--- config.mk ---
export PLATFORM = sky130hd
export DESIGN_NAME = touch_scan_ctrl_flat
export DESIGN_NICKNAME = d
export VERILOG_FILES = /design/src/rtl/touch_scan_ctrl_if.sv /design/src/rtl/touch_scan_ctrl.sv /design/src/flat_wrapper.sv
export SDC_FILE = /design/constraint.sdc
export NUM_CORES = 1
export LEC_CHECK = 0
export CAP_MARGIN = 30
export CORE_ASPECT_RATIO = 0.5
export CORE_MARGIN = 2
export CORE_UTILIZATION = 56
export DETAILED_ROUTE_END_ITERATION = 8
export DONT_BUFFER_PORTS = 1
export PLACE_DENSITY = 0.73
export SETUP_SLACK_MARGIN = 0.2
export SLEW_MARGIN = 20
export SYNTH_ARGS = -nofsm -noshare
export SYNTH_HDL_FRONTEND = slang
export SYNTH_SLANG_ARGS = --single-unit
--- constraint.sdc ---
create_clock -name cclk -period 1.5 [get_ports cclk]
set_input_delay 0.225 -clock cclk [delete_from_list [all_inputs] [get_ports cclk]]
set_output_delay 0.225 -clock cclk [all_outputs]
set_load 0.1 [all_outputs]
--- src/rtl/touch_scan_ctrl_if.sv ---
// Bundle of the scan controller's run/sample/averager/result signals.
// The controller connects through the slave modport; the host side uses master.
interface touch_scan_ctrl_if #(
   parameter int NCH = 4,
   parameter int N   = 11
);
   localparam int CW = (NCH > 1) ? $clog2(NCH) : 1;

   logic          run;
   logic          sample_tick;
   logic [N-1:0]  thresh;
   logic [N-1:0]  avg_in;
   logic [CW-1:0] ch_sel;
   logic          avg_ena;
   logic          avg_rstb;
   logic          result_valid;
   logic [CW-1:0] result_ch;
   logic [N-1:0]  result_avg;
   logic [NCH-1:0] touched;
   logic          busy;

   modport master (
      output run, sample_tick, thresh, avg_in,
      input  ch_sel, avg_ena, avg_rstb, result_valid, result_ch, result_avg, touched, busy
   );

   modport slave (
      input  run, sample_tick, thresh, avg_in,
      output ch_sel, avg_ena, avg_rstb, result_valid, result_ch, result_avg, touched, busy
   );
endinterface

--- src/rtl/touch_scan_ctrl.sv ---
// Time-multiplexes one external averager across NCH touch channels: settle,
// clear, accumulate 2^M samples, capture, then advance to the next channel.
module touch_scan_ctrl #(
   parameter int NCH    = 4,
   parameter int N      = 11,
   parameter int M      = 9,
   parameter int SETTLE = 8
) (
   input logic              cclk,
   input logic              rst,
   touch_scan_ctrl_if.slave bus
);
   localparam int CW = (NCH > 1) ? $clog2(NCH) : 1;

   localparam logic [2:0] S_IDLE    = 3'd0;
   localparam logic [2:0] S_SETTLE  = 3'd1;
   localparam logic [2:0] S_CLEAR   = 3'd2;
   localparam logic [2:0] S_ACCUM   = 3'd3;
   localparam logic [2:0] S_CAPTURE = 3'd4;

   localparam logic [7:0]    SETTLE_LAST = 8'(SETTLE - 1);
   localparam logic [M:0]    WIN_LAST    = {1'b1, {M{1'b0}}};
   localparam logic [CW-1:0] CH_LAST     = CW'(NCH - 1);

   logic [2:0]     r_state;
   logic [2:0]     w_stateNext;
   logic [7:0]     r_settleCnt;
   logic [M:0]     r_sampleCnt;
   logic [CW-1:0]  r_chSel;
   logic           r_avgRstb;
   logic           r_resultValid;
   logic [CW-1:0]  r_resultCh;
   logic [N-1:0]   r_resultAvg;
   logic [NCH-1:0] r_touched;
   logic           w_avgEna;

   assign w_avgEna = (r_state == S_ACCUM) && bus.sample_tick;

   always_comb begin
      w_stateNext = r_state;
      case (r_state)
         S_IDLE: begin
            if (bus.run) w_stateNext = S_SETTLE;
         end
         S_SETTLE: begin
            if (bus.sample_tick && (r_settleCnt == SETTLE_LAST)) w_stateNext = S_CLEAR;
         end
         S_CLEAR: begin
            w_stateNext = S_ACCUM;
         end
         // The first enabled sample only primes the averager, so the window
         // closes on the pulse that arrives once 2^M have been counted.
         S_ACCUM: begin
            if (w_avgEna && (r_sampleCnt == WIN_LAST)) w_stateNext = S_CAPTURE;
         end
         S_CAPTURE: begin
            w_stateNext = bus.run ? S_SETTLE : S_IDLE;
         end
         default: begin
            w_stateNext = S_IDLE;
         end
      endcase
   end

   always_ff @(posedge cclk or posedge rst) begin
      if (rst) begin
         r_state       <= S_IDLE;
         r_settleCnt   <= '0;
         r_sampleCnt   <= '0;
         r_avgRstb     <= 1'b0;
         r_resultValid <= 1'b0;
      end else begin
         r_state       <= w_stateNext;
         r_avgRstb     <= (w_stateNext != S_CLEAR);
         r_resultValid <= (r_state == S_CAPTURE);

         if (r_state != S_SETTLE) begin
            r_settleCnt <= '0;
         end else if (bus.sample_tick) begin
            r_settleCnt <= r_settleCnt + 8'd1;
         end

         if (r_state == S_CLEAR) begin
            r_sampleCnt <= '0;
         end else if (w_avgEna && (r_sampleCnt != WIN_LAST)) begin
            r_sampleCnt <= r_sampleCnt + (M+1)'(1);
         end
      end
   end

   // Channel bookkeeping; the explicit wrap keeps non-power-of-two NCH in range.
   always_ff @(posedge cclk or posedge rst) begin
      if (rst) begin
         r_chSel     <= '0;
         r_resultCh  <= '0;
         r_resultAvg <= '0;
         r_touched   <= '0;
      end else if (r_state == S_CAPTURE) begin
         r_resultAvg        <= bus.avg_in;
         r_resultCh         <= r_chSel;
         r_touched[r_chSel] <= (bus.avg_in >= bus.thresh);
         r_chSel            <= (r_chSel == CH_LAST) ? '0 : r_chSel + CW'(1);
      end
   end

   assign bus.ch_sel       = r_chSel;
   assign bus.avg_ena      = w_avgEna;
   assign bus.avg_rstb     = r_avgRstb;
   assign bus.result_valid = r_resultValid;
   assign bus.result_ch    = r_resultCh;
   assign bus.result_avg   = r_resultAvg;
   assign bus.touched      = r_touched;
   assign bus.busy         = (r_state != S_IDLE);
endmodule

--- src/flat_wrapper.sv ---
// flat-port wrapper written by rule: the top's interface ports become plain ports
module touch_scan_ctrl_flat 
#(
   parameter int NCH    = 4,
   parameter int N      = 11,
   parameter int M      = 9,
   parameter int SETTLE = 8
)
  (cclk, rst, bus_run, bus_sample_tick, bus_thresh, bus_avg_in, bus_ch_sel, bus_avg_ena, bus_avg_rstb, bus_result_valid, bus_result_ch, bus_result_avg, bus_touched, bus_busy);
  touch_scan_ctrl_if #(.NCH(NCH), .N(N)) bus_i ();
  input logic cclk;
  input logic rst;
  input wire logic [$bits(bus_i.run)-1:0] bus_run;
  input wire logic [$bits(bus_i.sample_tick)-1:0] bus_sample_tick;
  input wire logic [$bits(bus_i.thresh)-1:0] bus_thresh;
  input wire logic [$bits(bus_i.avg_in)-1:0] bus_avg_in;
  output wire logic [$bits(bus_i.ch_sel)-1:0] bus_ch_sel;
  output wire logic [$bits(bus_i.avg_ena)-1:0] bus_avg_ena;
  output wire logic [$bits(bus_i.avg_rstb)-1:0] bus_avg_rstb;
  output wire logic [$bits(bus_i.result_valid)-1:0] bus_result_valid;
  output wire logic [$bits(bus_i.result_ch)-1:0] bus_result_ch;
  output wire logic [$bits(bus_i.result_avg)-1:0] bus_result_avg;
  output wire logic [$bits(bus_i.touched)-1:0] bus_touched;
  output wire logic [$bits(bus_i.busy)-1:0] bus_busy;
  assign bus_i.run = bus_run;
  assign bus_i.sample_tick = bus_sample_tick;
  assign bus_i.thresh = bus_thresh;
  assign bus_i.avg_in = bus_avg_in;
  assign bus_ch_sel = bus_i.ch_sel;
  assign bus_avg_ena = bus_i.avg_ena;
  assign bus_avg_rstb = bus_i.avg_rstb;
  assign bus_result_valid = bus_i.result_valid;
  assign bus_result_ch = bus_i.result_ch;
  assign bus_result_avg = bus_i.result_avg;
  assign bus_touched = bus_i.touched;
  assign bus_busy = bus_i.busy;
  touch_scan_ctrl #(.NCH(NCH), .N(N), .M(M), .SETTLE(SETTLE)) u_core (.cclk(cclk), .rst(rst), .bus(bus_i));
endmodule
==> metrics.cfg <==
[outcome]
failed_checks = setup timing
status = finished with violations

[grt]
grt_first_pass_wirelength_um = 8859
grt_pass1_vias = 1829
grt_start_max_net_pins = 43
grt-ovfl-total = 0
grt_usage_pct = 25.96
grt_antenna_before_repair = 0

[min_path]
hold_end = u_core.bus.result_avg[0]$_DFFE_PP0P_
hp-start = bus_avg_in[0]
whs_path_depth = 1
hp-class = in -> reg

[sta]
maxSlewViolCount = 0
rsz0062_at_grt = yes
slew_headroom_pct = 78.80
fin_setup_tns_ns = -2.534
max_clock_freq_mhz = 589.3
fin_worst_skew_ns = 0.01290
worst_pin_slew_ns = 0.3092
min_period_over_period_pct = 113.1
setup_viol = 20
min_period_ns = 1.697
setup_slack_ns = -0.1970
hold_viol_final = 0

[detailed_routing]
drt_first_pass_iters = 4
avgViaCountPerCell = 5.866
drt-total-wl_um = 6976
antenna_left = 0
vias = 1924
routedWlPerCell_um = 21.27
drtIter0Drc = 109
drc_errors = 0

[logic_synthesis]
synth_top_area_cell = dfrtp_1
synth_top_area_share_pct = 46.98
synth_area_leaders = dfrtp_1 47%, ha_1 10%, mux2_2 6.5%
synth_cell_types = 37
synth_cells = 207
yosysSeqAreaShare_pct = 46.98
yosysWarnings = 0
post_synth.cell_area_avg_um2 = 10.81
synth_area_mm2 = 0.002237
ys_ff_latch = 42
syn-num-nets = 251

[worst_setup_path]
arrival_ns = 1.89
worstSetupStartpointType = register
criticalPathCategory = reg -> reg
worstReg2RegStart = u_core.r_state[0]$_DFF_PP0_
reg2reg_to = u_core.bus.result_avg[3]$_DFFE_PP0P_
endpoint_kind = register
r2r_cells = 6
regToRegSetupSlack_ns = -0.20
critPathMaxFanout = 6
required_ns = 1.70

[clocking]
cts.clk_slew.worst_paths_ns = 0.09
htree_levels = 2
numCtsBuffers = 5
clock_latency_ns = 0.31
root_buffer = clkbuf_8
cts_max_path_buffers = 2
cts_tree = built
cts_sinks = 42

[finish]
fin_area_mm2 = 0.003418
diodes = 0
final_cell_mix = 41 x buf_4, 31 x dfrtp_1, 18 x inv_1
final_nets = 317
layout_commonest_cell = buf_4
n_fill_cell = 159
syn_to_final_growth_pct = 52.80
drive_gt1_share_pct = 54.74

[floorplanning]
io_pins = 49
die-area_mm2 = 0.004547
start_util_pct = 57.90
die_x_um = 93.39
die_y_um = 48.70
core.rowCount = 16
coreArea_mm2 = 0.003864

[pwr]
powerDensity_mw_per_mm2 = 1091
ir_drop_uv = 697.0
leakagePower_uw = 0.001594

[placement]
gp_congestion = 0.8543
port_buffers = 0
placed_cell_area_mm2 = 0.002679
dp_hpwl_um = 3193

[flow_run]
cap_violations = 0

worst max path at each step:
stage	start	end	slack, ns
after detailed placement	bus_thresh[8]	u_core.bus.touched[1]$_DFFE_PP0P_	0.03
after global placement	bus_thresh[8]	u_core.bus.touched[0]$_DFFE_PP0P_	0.06
after global routing	u_core.r_state[0]$_DFF_PP0_	u_core.bus.touched[1]$_DFFE_PP0P_	-0.28
after CTS	u_core.r_state[1]$_DFF_PP0_	u_core.bus.touched[3]$_DFFE_PP0P_	-0.04
final	u_core.r_state[0]$_DFF_PP0_	u_core.bus.result_avg[3]$_DFFE_PP0P_	-0.20
after floorplan	u_core.r_state[1]$_DFF_PP0_	u_core.r_sampleCnt[3]$_DFFE_PP0P_	-0.12
worst max-delay path, stage by stage, from the launching register on:
cell and delay (ns):
dfrtp_2 0.45, buf_6 0.14, nor3b_4 0.32, buf_4 0.17
buf_6 0.10, buf_16 0.12, mux2_4 0.29
sequential cells by signal, summed over array words and instances (netlist names):
name	flops
u_core.bus.avg_rstb	1
u_core.bus.ch_sel	2
u_core.bus.result_avg	11
u_core.bus.result_ch	2
u_core.bus.result_valid	1
u_core.bus.touched	4
u_core.r_sampleCnt	10
u_core.r_settleCnt	8
u_core.r_state	3
power by group:
part           switching, µW  internal [µW]  leakage [µW]
sequential               145           1230      0.000539
combinational            763            671       0.00100
clock                    419            499     0.0000524
synth_stat cells:
| master | n |
|---|---|
| a211oi_1 | 3 |
| a21o_1 | 1 |
| a21oi_1 | 8 |
| a31o_1 | 2 |
| a31o_2 | 3 |
| a31oi_1 | 5 |
| a41oi_2 | 1 |
| and2b_2 | 1 |
| buf_2 | 3 |
| buf_6 | 2 |
| dfrtp_1 | 42 |
| ha_1 | 18 |
| inv_1 | 22 |
| mux2_2 | 13 |
| mux2i_1 | 2 |
| nand2_1 | 10 |
| nand2b_1 | 2 |
| nand3_1 | 4 |
| nand4_1 | 7 |
| nand4b_4 | 1 |
| nor2_1 | 17 |
| nor2_2 | 1 |
| nor2b_1 | 1 |
| nor3_1 | 7 |
| nor3b_4 | 1 |
| nor4_1 | 1 |
| nor4_4 | 1 |
| o211a_1 | 1 |
| o211ai_1 | 1 |
| o21ai_0 | 7 |
| o31a_1 | 1 |
| or3_1 | 3 |
| or3_2 | 1 |
| or3b_1 | 1 |
| or4_1 | 1 |
| xnor2_1 | 8 |
| xor2_1 | 4 |
what timing repair did:
action / 4_1_cts / 5_1_grt
endpoints found under the setup margin: 34 / 46
buffers inserted: 18 / 12
pin swaps: 12 / 18
hold endpoints to repair: 42 / 0
gates cloned: 1 / 0
hold buffers: 1 / 0
gates resized for setup: 44 / 42
stage by stage:
step                      utilization [%]  std cells  setup WS (ns)  hold slack, ns  total power, µW
after floorplan                         -        207        -0.1241          0.3583             1920
after global placement              69.33        288        0.05554          0.1914             2070
after detailed placement            69.33        288        0.02547          0.2004             2105
after CTS                           81.31        316       -0.03836         0.06108             3302
after global routing                88.47        328        -0.2787         0.04557             3846
final                               88.47        328        -0.1970         0.05562             3728
cell families after synthesis:
group           Yosys count  synth area share [%]
mux                      15                 7.438
xor+xnor                 12                 4.698
flops                    42                 46.98
compound gates           33                 9.956
simple gates             60                 15.49
buf+inv                  27                 5.369
fa+ha+maj                18                 10.07
final cells by class:
class	count	area, µm²	share of cell area, %
multi-input combinational	138	1459	42.68
clock buffer	7	76.32	2.233
tap	54	67.56	1.977
timing repair buffer	64	624.3	18.27
inverter	22	91.34	2.672
sequential	42	1070	31.30
clock inverter	1	30.03	0.8785
metal layers:
layer,wire length (µm),track usage (%)
met1,2809,31.79
met2,3566,43.29
met3,409,6.854
met4,190,12.01
met5,0,0
No activity file was read; power rests on OpenSTA's default activity.
==> RTL change: new RTL, config.mk and constraints unchanged <==
Reset style: synchronous (`rst`), changed in 2 clocked blocks.
--- a/src/rtl/touch_scan_ctrl.sv
+++ b/src/rtl/touch_scan_ctrl.sv
@@ -62,7 +62,7 @@
       endcase
    end
 
-   always_ff @(posedge cclk or posedge rst) begin
+   always_ff @(posedge cclk) begin
       if (rst) begin
          r_state       <= S_IDLE;
          r_settleCnt   <= '0;
@@ -89,7 +89,7 @@
    end
 
    // Channel bookkeeping; the explicit wrap keeps non-power-of-two NCH in range.
-   always_ff @(posedge cclk or posedge rst) begin
+   always_ff @(posedge cclk) begin
       if (rst) begin
          r_chSel     <= '0;
          r_resultCh  <= '0;
Check against the original RTL: differs if rst is asserted again (counterexample within 4 cycles, from zero or initial values and one cycle with rst high); with rst held inactive, the same outputs for 10 cycles.
==> RTL change against the original RTL <==
- synthesized area fell by 9.7%
- non-clock buffer count fell by 12
- critical endpoint is now u_core.bus.avg_rstb
- worst hold slack got worse by 0.040 ns
- global-route usage fell by 3.6 points
- the flow still finishes with violations (setup timing)
- first-iteration DRC count fell by 57%
- core utilization fell by 6.2 points
- sequential cell count did not move
- worst setup slack improved by 0.054 ns
- wire length fell by 28%
- cell area fell by 17%
Power is not compared: it rests on default switching activity, and its combinational part moved more than twofold at a synthesized area within 25%.
==> RTL change: results (changes against the original RTL) <==
Logic synthesis
  • Adder-Cell Fraction of Synth Area: 0.112 (was 0.101)
  • Multiplexer share of the synthesized area: 0.00496 (was 0.0744)
  • Netlist cell types: 31 (was 37)
  • Synth async-reset ratio: 0 (was 1.00)
  • Primary FF master, synth: dfxtp_1 (was dfrtp_1)
  • Syn_nets: 289 (was 251)
  • Dominant cells by area after synthesis: dfxtp_1 42%, ha_1 11%, nand2_1 7.1%, a21oi_1 6.2%, nor2_1 4.6% (was dfrtp_1 47%, ha_1 10%, mux2_2 6.5%, inv_1 3.7%, xnor2_1 3.1%)
  • Synth Instances: 245 (was 207)
  • XOR/XNOR Fraction of Synth Area: 0.0607 (was 0.0470)
  • Compound-Gate Fraction of Synth Area: 0.123 (was 0.0996)
  • Sequential share of the synthesized area: 0.416 (was 0.470)
  • Post-synth top cells: 42 x dfxtp_1, 38 x nand2_1, 25 x a21oi_1, 25 x nor2_1, 19 x inv_1 (was 42 x dfrtp_1, 22 x inv_1, 18 x ha_1)

Route
  • Via count: 1875 (was 1924)
  • DR vias/cell: 5.39 (was 5.87)
  • Wire length on met2: 2.45 mm (was 3.57 mm)
  • Initial DRC Count: 47 (was 109)
  • Met3 Routed Length: 360 um (was 409 um)
  • Met1 Routed Length: 2.06 mm (was 2.81 mm)
  • Wirelength per Cell: 14.5 um (was 21.3 um)

Cells and area
  • Fraction of layout cells with a size suffix above 1: 0.340 (was 0.547)
  • Final net count: 340 (was 317)
  • # diodes: 0 (unchanged)
  • Largest register FFs: 11 (unchanged)

STA
  • Final Skew: 0.00530 ns (was 0.0129 ns)
  • Slew @ Worst Pin: 0.716 ns (was 0.309 ns)
  • Setup tns final: -0.503 ns (was -2.53 ns)
  • Endpoints failing setup: 6 (was 20)
  • Fin worst setup slack: -0.143 ns (was -0.197 ns)

Place
  • Placement Cell Area: 2470 um^2 (was 2680 um^2)
  • Final HPWL from detailed placement: 3.21 mm (was 3.19 mm)
  • Pre-CTS setup slack: -0.0989 ns (was 0.0255 ns)
  • Input/output buffers: 0 (unchanged)
  • Dpl cells: 331 (was 288)
  • GP Congestion: 0.782 (was 0.854)

Global routing
  • Vias in the first global route: 1598 (was 1829)
  • Largest net degree at the start of global routing: 21 (was 43)
  • First-pass GRT wire length: 6.72 mm (was 8.86 mm)
  • M1 GR Usage: 0.235 (was 0.318)
  • GR Layer Usage met3: 0.0932 (was 0.0685)
  • Grt met2 use: 0.419 (was 0.433)
  • Total global-route track usage: 0.223 (was 0.260)

Setup path
  • CP Max Fanout: 2 (was 6)
  • Worst path arrival time: 1.84 ns (was 1.89 ns)

Clock network
  • Clock tree buffer depth: 2 (unchanged)
  • H-Tree Depth: 2 (unchanged)
  • Setup Buffers After CTS: 3 (was 18)
  • # resized after CTS: 17 (was 44)

Power and ir drop
  • Part of the power in registers: 0.509
  • Comb power frac: 0.088
  • Total power: 2.20 mW

Status
  • Status: finished, violations left (unchanged)
  • Failing checks: setup timing (unchanged)
## RTL change: final timing paths
| path | to | slack [ns] | depth (start not counted) | start |
|---|---|---|---|---|
| min | u_core.bus.avg_rstb | 0.02 | 1 | rst |
| min reg2reg | u_core.bus.result_avg[8] | 0.46 | 2 | u_core.bus.result_avg[8] |
| max reg2reg | u_core.bus.avg_rstb | -0.14 | 5 | u_core.r_settleCnt[3] |
| max | u_core.bus.avg_rstb | -0.14 | 5 | u_core.r_settleCnt[3] |
## RTL change: worst max-delay path, stage by stage (launching register included)
cell and delay, ns:
dfxtp_2 0.34, or4_4 0.53, or3_4 0.35, nand2_2 0.06, a31oi_1 0.09, o21bai_1 0.17
## RTL change: final cells by class
type | instances | area (um^2)
Clock buffer | 7 | 76.3
Timing Repair Buffer | 52 | 444
Tap cell | 51 | 63.8
Clock inverter | 1 | 30.0
Sequential cell | 42 | 861
Fill cell | 206 | 608
Multi-Input combinational cell | 176 | 1260
Inverter | 19 | 92.6
